--- src/rtl/instruction_cache_pkg.sv ---
// Shared definitions for the direct-mapped instruction cache: FSM encoding,
// address field positions and line/word geometry.
package instruction_cache_pkg;

    typedef enum logic [1:0] {
        ST_IDLE,
        ST_MEM_READ,
        ST_UPDATE
    } state_e;

    localparam int LINE_W    = 128;
    localparam int WORD_W    = 32;
    localparam int WORD_LSB  = 2;
    localparam int WORD_BITS = 2;
    localparam int BLOCK_LSB = 4;

endpackage

--- src/rtl/instruction_cache_if.sv ---
// CPU fetch port plus instruction-memory block port, as seen by the cache.
interface instruction_cache_if #(
    parameter int ADDR_BITS = 10
);
    logic [31:0]            PC;
    logic [31:0]            INSTRUCTION;
    logic                   BUSYWAIT;
    logic                   MEM_READ;
    logic [ADDR_BITS-5:0]   MEM_ADDRESS;
    logic [127:0]           MEM_READDATA;
    logic                   MEM_BUSYWAIT;

    modport slave (
        input  PC, MEM_READDATA, MEM_BUSYWAIT,
        output INSTRUCTION, BUSYWAIT, MEM_READ, MEM_ADDRESS
    );

    modport master (
        output PC, MEM_READDATA, MEM_BUSYWAIT,
        input  INSTRUCTION, BUSYWAIT, MEM_READ, MEM_ADDRESS
    );
endinterface

--- src/rtl/icache_array.sv ---
// Valid/tag/data storage: combinational read port and one synchronous fill port.
// Only the valid bits are cleared by reset; tags and data keep stale contents.
module icache_array
    import instruction_cache_pkg::*;
#(
    parameter int INDEX_BITS = 3,
    parameter int TAG_BITS   = 3
) (
    input  logic                  CLK,
    input  logic                  RESET,
    input  logic [INDEX_BITS-1:0] rd_index_i,
    input  logic [TAG_BITS-1:0]   rd_tag_i,
    input  logic [WORD_BITS-1:0]  rd_word_i,
    output logic                  rd_hit_o,
    output logic [WORD_W-1:0]     rd_data_o,
    input  logic                  fill_en_i,
    input  logic [INDEX_BITS-1:0] fill_index_i,
    input  logic [TAG_BITS-1:0]   fill_tag_i,
    input  logic [LINE_W-1:0]     fill_data_i
);
    localparam int LINES = 1 << INDEX_BITS;

    logic [LINES-1:0]               valid_q;
    logic [LINES-1:0][TAG_BITS-1:0] tag_q;
    logic [LINES-1:0][LINE_W-1:0]   data_q;
    logic                           fill_ok;

    // Reset wins over a fill landing on the same edge.
    assign fill_ok = fill_en_i && !RESET;

    always_ff @(posedge CLK) begin
        if (RESET)
            valid_q <= '0;
        else if (fill_ok)
            valid_q[fill_index_i] <= 1'b1;
    end

    always_ff @(posedge CLK) begin
        if (fill_ok) begin
            tag_q[fill_index_i]  <= fill_tag_i;
            data_q[fill_index_i] <= fill_data_i;
        end
    end

    assign rd_hit_o  = valid_q[rd_index_i] && (tag_q[rd_index_i] == rd_tag_i);
    assign rd_data_o = data_q[rd_index_i][rd_word_i*WORD_W +: WORD_W];

endmodule

--- src/rtl/instruction_cache.sv ---
// Direct-mapped read-only instruction cache: zero-latency hits, stalls the CPU
// and fetches a whole 16-byte block from memory on a miss.
module instruction_cache
    import instruction_cache_pkg::*;
#(
    parameter int INDEX_BITS = 3,
    parameter int ADDR_BITS  = 10
) (
    input  logic                CLK,
    input  logic                RESET,
    instruction_cache_if.slave  bus
);
    localparam int BLK_BITS = ADDR_BITS - BLOCK_LSB;
    localparam int TAG_BITS = BLK_BITS - INDEX_BITS;

    state_e                state_q, state_d;
    logic [BLK_BITS-1:0]   miss_q, miss_d;
    logic [BLK_BITS-1:0]   pc_blk;
    logic                  hit;
    logic                  fill_en;
    logic                  busy;
    logic                  mem_read;
    logic                  unused_pc;

    assign pc_blk    = bus.PC[ADDR_BITS-1:BLOCK_LSB];
    assign unused_pc = ^{bus.PC[31:ADDR_BITS], bus.PC[WORD_LSB-1:0]};

    icache_array #(
        .INDEX_BITS (INDEX_BITS),
        .TAG_BITS   (TAG_BITS)
    ) u_array (
        .CLK          (CLK),
        .RESET        (RESET),
        .rd_index_i   (pc_blk[INDEX_BITS-1:0]),
        .rd_tag_i     (pc_blk[BLK_BITS-1:INDEX_BITS]),
        .rd_word_i    (bus.PC[BLOCK_LSB-1:WORD_LSB]),
        .rd_hit_o     (hit),
        .rd_data_o    (bus.INSTRUCTION),
        .fill_en_i    (fill_en),
        .fill_index_i (miss_q[INDEX_BITS-1:0]),
        .fill_tag_i   (miss_q[BLK_BITS-1:INDEX_BITS]),
        .fill_data_i  (bus.MEM_READDATA)
    );

    always_ff @(posedge CLK) begin
        if (RESET) begin
            state_q <= ST_IDLE;
            miss_q  <= '0;
        end else begin
            state_q <= state_d;
            miss_q  <= miss_d;
        end
    end

    always_comb begin
        state_d  = state_q;
        miss_d   = miss_q;
        busy     = 1'b0;
        mem_read = 1'b0;
        fill_en  = 1'b0;
        case (state_q)
            ST_IDLE: begin
                if (!hit) begin
                    busy    = 1'b1;
                    miss_d  = pc_blk;
                    state_d = ST_MEM_READ;
                end
            end
            ST_MEM_READ: begin
                busy     = 1'b1;
                mem_read = 1'b1;
                if (!bus.MEM_BUSYWAIT) begin
                    fill_en = 1'b1;
                    state_d = ST_UPDATE;
                end
            end
            ST_UPDATE: begin
                // One extra stall cycle lets INSTRUCTION settle from the new line.
                busy    = 1'b1;
                state_d = ST_IDLE;
            end
            default: state_d = ST_IDLE;
        endcase
        if (RESET)
            busy = 1'b0;
    end

    assign bus.BUSYWAIT    = busy;
    assign bus.MEM_READ    = mem_read;
    assign bus.MEM_ADDRESS = miss_q;

endmodule
--- src/flat_wrapper.sv ---
// flat-port wrapper written by rule: the top's interface ports become plain ports
module instruction_cache_flat import instruction_cache_pkg::*;
#(
    parameter int INDEX_BITS = 3,
    parameter int ADDR_BITS  = 10
)
  (CLK, RESET, bus_PC, bus_MEM_READDATA, bus_MEM_BUSYWAIT, bus_INSTRUCTION, bus_BUSYWAIT, bus_MEM_READ, bus_MEM_ADDRESS);
  instruction_cache_if #(.ADDR_BITS(ADDR_BITS)) bus_i ();
  input  logic CLK;
  input  logic RESET;
  input wire logic [$bits(bus_i.PC)-1:0] bus_PC;
  input wire logic [$bits(bus_i.MEM_READDATA)-1:0] bus_MEM_READDATA;
  input wire logic [$bits(bus_i.MEM_BUSYWAIT)-1:0] bus_MEM_BUSYWAIT;
  output wire logic [$bits(bus_i.INSTRUCTION)-1:0] bus_INSTRUCTION;
  output wire logic [$bits(bus_i.BUSYWAIT)-1:0] bus_BUSYWAIT;
  output wire logic [$bits(bus_i.MEM_READ)-1:0] bus_MEM_READ;
  output wire logic [$bits(bus_i.MEM_ADDRESS)-1:0] bus_MEM_ADDRESS;
  assign bus_i.PC = bus_PC;
  assign bus_i.MEM_READDATA = bus_MEM_READDATA;
  assign bus_i.MEM_BUSYWAIT = bus_MEM_BUSYWAIT;
  assign bus_INSTRUCTION = bus_i.INSTRUCTION;
  assign bus_BUSYWAIT = bus_i.BUSYWAIT;
  assign bus_MEM_READ = bus_i.MEM_READ;
  assign bus_MEM_ADDRESS = bus_i.MEM_ADDRESS;
  instruction_cache #(.INDEX_BITS(INDEX_BITS), .ADDR_BITS(ADDR_BITS)) u_core (.CLK(CLK), .RESET(RESET), .bus(bus_i));
endmodule
--- config.mk ---
export PLATFORM = sky130hd
export DESIGN_NAME = instruction_cache_flat
export DESIGN_NICKNAME = d
export VERILOG_FILES = /design/src/rtl/instruction_cache_pkg.sv /design/src/rtl/instruction_cache_if.sv /design/src/rtl/icache_array.sv /design/src/rtl/instruction_cache.sv /design/src/flat_wrapper.sv
export SDC_FILE = /design/constraint.sdc
export NUM_CORES = 1
export LEC_CHECK = 0
export ABC_CLOCK_PERIOD_IN_PS = 11800
export CELL_PAD_IN_SITES_DETAIL_PLACEMENT = 1
export CELL_PAD_IN_SITES_GLOBAL_PLACEMENT = 2
export CORE_MARGIN = 4
export CORE_UTILIZATION = 46
export CTS_BUF_LIST = sky130_fd_sc_hd__clkbuf_8
export CTS_CLUSTER_DIAMETER = 50
export CTS_CLUSTER_SIZE = 40
export DETAILED_ROUTE_END_ITERATION = 12
export MAX_ROUTING_LAYER = met4
export PLACE_DENSITY = 0.87
export SLEW_MARGIN = 40
export SYNTH_ARGS = -nofsm -noshare
export SYNTH_HDL_FRONTEND = slang
export SYNTH_SLANG_ARGS = --single-unit
--- constraint.sdc ---
create_clock -name CLK -period 11.8 [get_ports CLK]
set_input_delay 2.36 -clock CLK [delete_from_list [all_inputs] [get_ports CLK]]
set_output_delay 2.36 -clock CLK [all_outputs]
set_load 0.01 [all_outputs]
==> flow_summary.json <==
{
  "min_period_ns": 8.061,
  "htreeDepth": 3,
  "syn_to_final_growth_pct": 14.56,
  "clock_path_buffers": 3,
  "coreArea_mm2": 0.08702,
  "critPathArrivalTime_ns": 5.70,
  "die_h_um": 304.5,
  "dp_hpwl_um": 51140,
  "p_leak_nw": 14.23,
  "ys_seq_elements": 1064,
  "cts_setup_buffers": 0,
  "setup_tns_ns": 0,
  "dieWidth_um": 304.5,
  "grt_max_degree": 87,
  "fmax_mhz": 124.1,
  "min_path_type": "flop to flop",
  "dieArea_mm2": 0.09274,
  "final-setup-viol-count": 0,
  "io_pins": 203,
  "cts_root_buf": "clkbuf_8",
  "grt_pass1_wl_um": 134800,
  "viasPerCell": 5.754,
  "clock_latency_ns": 0.77,
  "start_util_pct": 46.48,
  "overflow": 0,
  "nNetsFinal": 1995,
  "worstPathRequired_ns": 9.44,
  "endpoint_kind": "output port",
  "dr.pass1.iters": 4,
  "routed_wl_um": 90580,
  "worstSetupStartpointType": "primary input",
  "fill_cells": 7385,
  "row_count": 108,
  "path_buf_inv": 4,
  "finalPower_mw": 7.156,
  "period_share_pct": 68.31,
  "final_cell_mix": "edfxtp_1 (1048), mux4_2 (324), clkdlybuf4s50_1 (173)",
  "crit_fanout": 68,
  "detail_route.wl_per_cell_um": 29.37,
  "grt_usage_pct": 20.33,
  "antenna_found_initial": 19,
  "synth_area_mm2": 0.04045,
  "path_class": "primary input to output port",
  "vias": 17750,
  "hold_viol_final": 0,
  "fin_worst_skew_ns": 0.03505,
  "gp_congestion": 0.7088,
  "ant_nets": 0,
  "drcViolationCount": 0,
  "slowest_delay_ns": 0.61,
  "ys_seq_area_share_pct": 78.59,
  "crit_family": "buffers and inverters",
  "status": "completed",
  "grt_pass1_vias": 19730,
  "drt_iter0_markers": 1637,
  "cpMostUsedCell": "mux4_2",
  "clock_sinks": 1064,
  "path_cells": "buf_8 -> buf_16 -> buf_12 -> mux4_2 -> mux4_2 -> mux2_2 -> clkdlybuf4s50_1",
  "numCtsBuffers": 105,
  "p_per_area_mw_per_mm2": 154.4,
  "netlist_instances": 1592,
  "slowest_stage": "clkdlybuf4s50_1",
  "yosys.cell_types.count": 27,
  "synthesis.nets": 1759,
  "relSlewSlack_pct": 45.53,
  "avgSynthCellArea_um2": 25.41,
  "drv_cap": 0,
  "worst_pin_slew_ns": 0.8171,
  "final_layout_size_suffix_gt1_share_pct": 30.29,
  "cts-resized-gates": 0,
  "rsz0062_at_grt": "false",
  "ctsHoldBuffers": 0,
  "drv_slew": 0,
  "final_common_cell": "edfxtp_1",
  "path_clk_slew_ns": 0.09,
  "ir_worst_vdd_uv": 125.6,
  "io_buffers": 178,
  "yosysWarnings": 0,
  "cts_tree": "yes"
}
-- flip-flops by register name, summed over array words and instances (netlist names) --
signal / cells
u_core.bus.MEM_ADDRESS: 6
u_core.u_array.data_q: 1024
u_core.state_q: 2
u_core.u_array.valid_q: 8
u_core.u_array.tag_q: 24
-- cell type report --
class / count / area (µm²) / share of cell area [%]
timing repair buffer: 210 / 2392 / 5.162
antenna: 14 / 35.03 / 0.07560
clock buffer: 107 / 1473 / 3.178
sequential: 1064 / 31790 / 68.60
inverter: 5 / 18.77 / 0.04050
multi-input combinational: 442 / 8284 / 17.88
clock inverter: 87 / 903.4 / 1.949
tap: 1155 / 1445 / 3.118
-- cells in the mapped netlist, drive strengths merged --
| library cell | count | area (µm²) |
|---|---|---|
| a31oi | 2 | 27.53 |
| xor2 | 1 | 8.760 |
| a32oi | 1 | 8.760 |
| edfxtp | 1048 | 31470 |
| dfxtp | 16 | 320.3 |
| ha | 4 | 50.05 |
| nand3 | 2 | 10.01 |
| nand3b | 3 | 22.52 |
| nand2 | 16 | 60.06 |
| nand4 | 1 | 6.260 |
| nand2b | 2 | 12.51 |
| inv | 5 | 18.77 |
| mux2 | 32 | 360.4 |
| nor2 | 27 | 101.4 |
| a31o | 1 | 8.760 |
| buf | 62 | 354.1 |
| xnor2 | 2 | 17.52 |
| mux4 | 324 | 7297 |
| nor3 | 2 | 10.01 |
| clkbuf | 19 | 71.32 |
| o21a | 1 | 7.510 |
| a211oi | 1 | 7.510 |
| mux2i | 20 | 200.2 |
-- tightest hold or removal path, stage by stage, from the launching register on --
cell	delay (ns)
dfxtp_1	0.34
nor2_1	0.05
nor2_1	0.07
-- path summary, 6_finish.rpt --
check	start	endpoint	slack, ns	cells after the start
worst max-delay path	bus_PC[4]	bus_INSTRUCTION[5]	3.74	7
worst min-delay path	u_core.u_array.valid_q[5]	u_core.u_array.valid_q[5]	0.48	2
worst max register to register	u_core.state_q[1]	u_core.u_array.data_q[540]	8.79	5
worst min register to register	u_core.u_array.valid_q[5]	u_core.u_array.valid_q[5]	0.48	2
-- per-layer routing --
| metal | up-vias | share of wire (%) | global-route usage (%) |
|---|---|---|---|
| met2 | 570 | 53 | 34.90 |
| met1 | 9607 | 39 | 25.36 |
| li1 | 7421 | - | - |
| met5 | - | 0 | - |
| met3 | 147 | 5.6 | 4.048 |
| met4 | 0 | 2.2 | 4.545 |
-- report_power, final --
group          internal [mW]  switching (mW)  total [mW]
Combinational          0.225           0.223       0.447
Sequential              4.18          0.0146        4.20
Clock                   1.11            1.40        2.51
Total                   5.52            1.64        7.16
-- stage by stage --
stage	util [%]	area, µm²	instances	setup WS [ns]	hold slack [ns]
detailed placement	50.45	43900	2875	3.635	0.4685
floorplan	-	40460	1592	3.022	0.4348
global placement	50.07	43570	2864	3.403	0.4484
CTS	53.18	46280	3069	3.637	0.4921
global route	53.25	46340	3083	3.506	0.5109
finish	53.25	46340	3084	3.739	0.4842
-- cells by family (layout without fill, tap and decap cells) --
group,Yosys count,in the layout,share of synthesized area [%]
AO/OA/AOI/OAI,6,6,0.1485
XOR/XNOR,3,3,0.06497
adder cells (fa/ha/maj),4,4,0.1237
buffers and inverters,86,409,1.098
flip-flops,1064,1064,78.59
multiplexers,376,376,19.42
other,0,14,0
AND/OR/NAND/NOR,53,53,0.5506
Power figures use the tool's default switching activity.
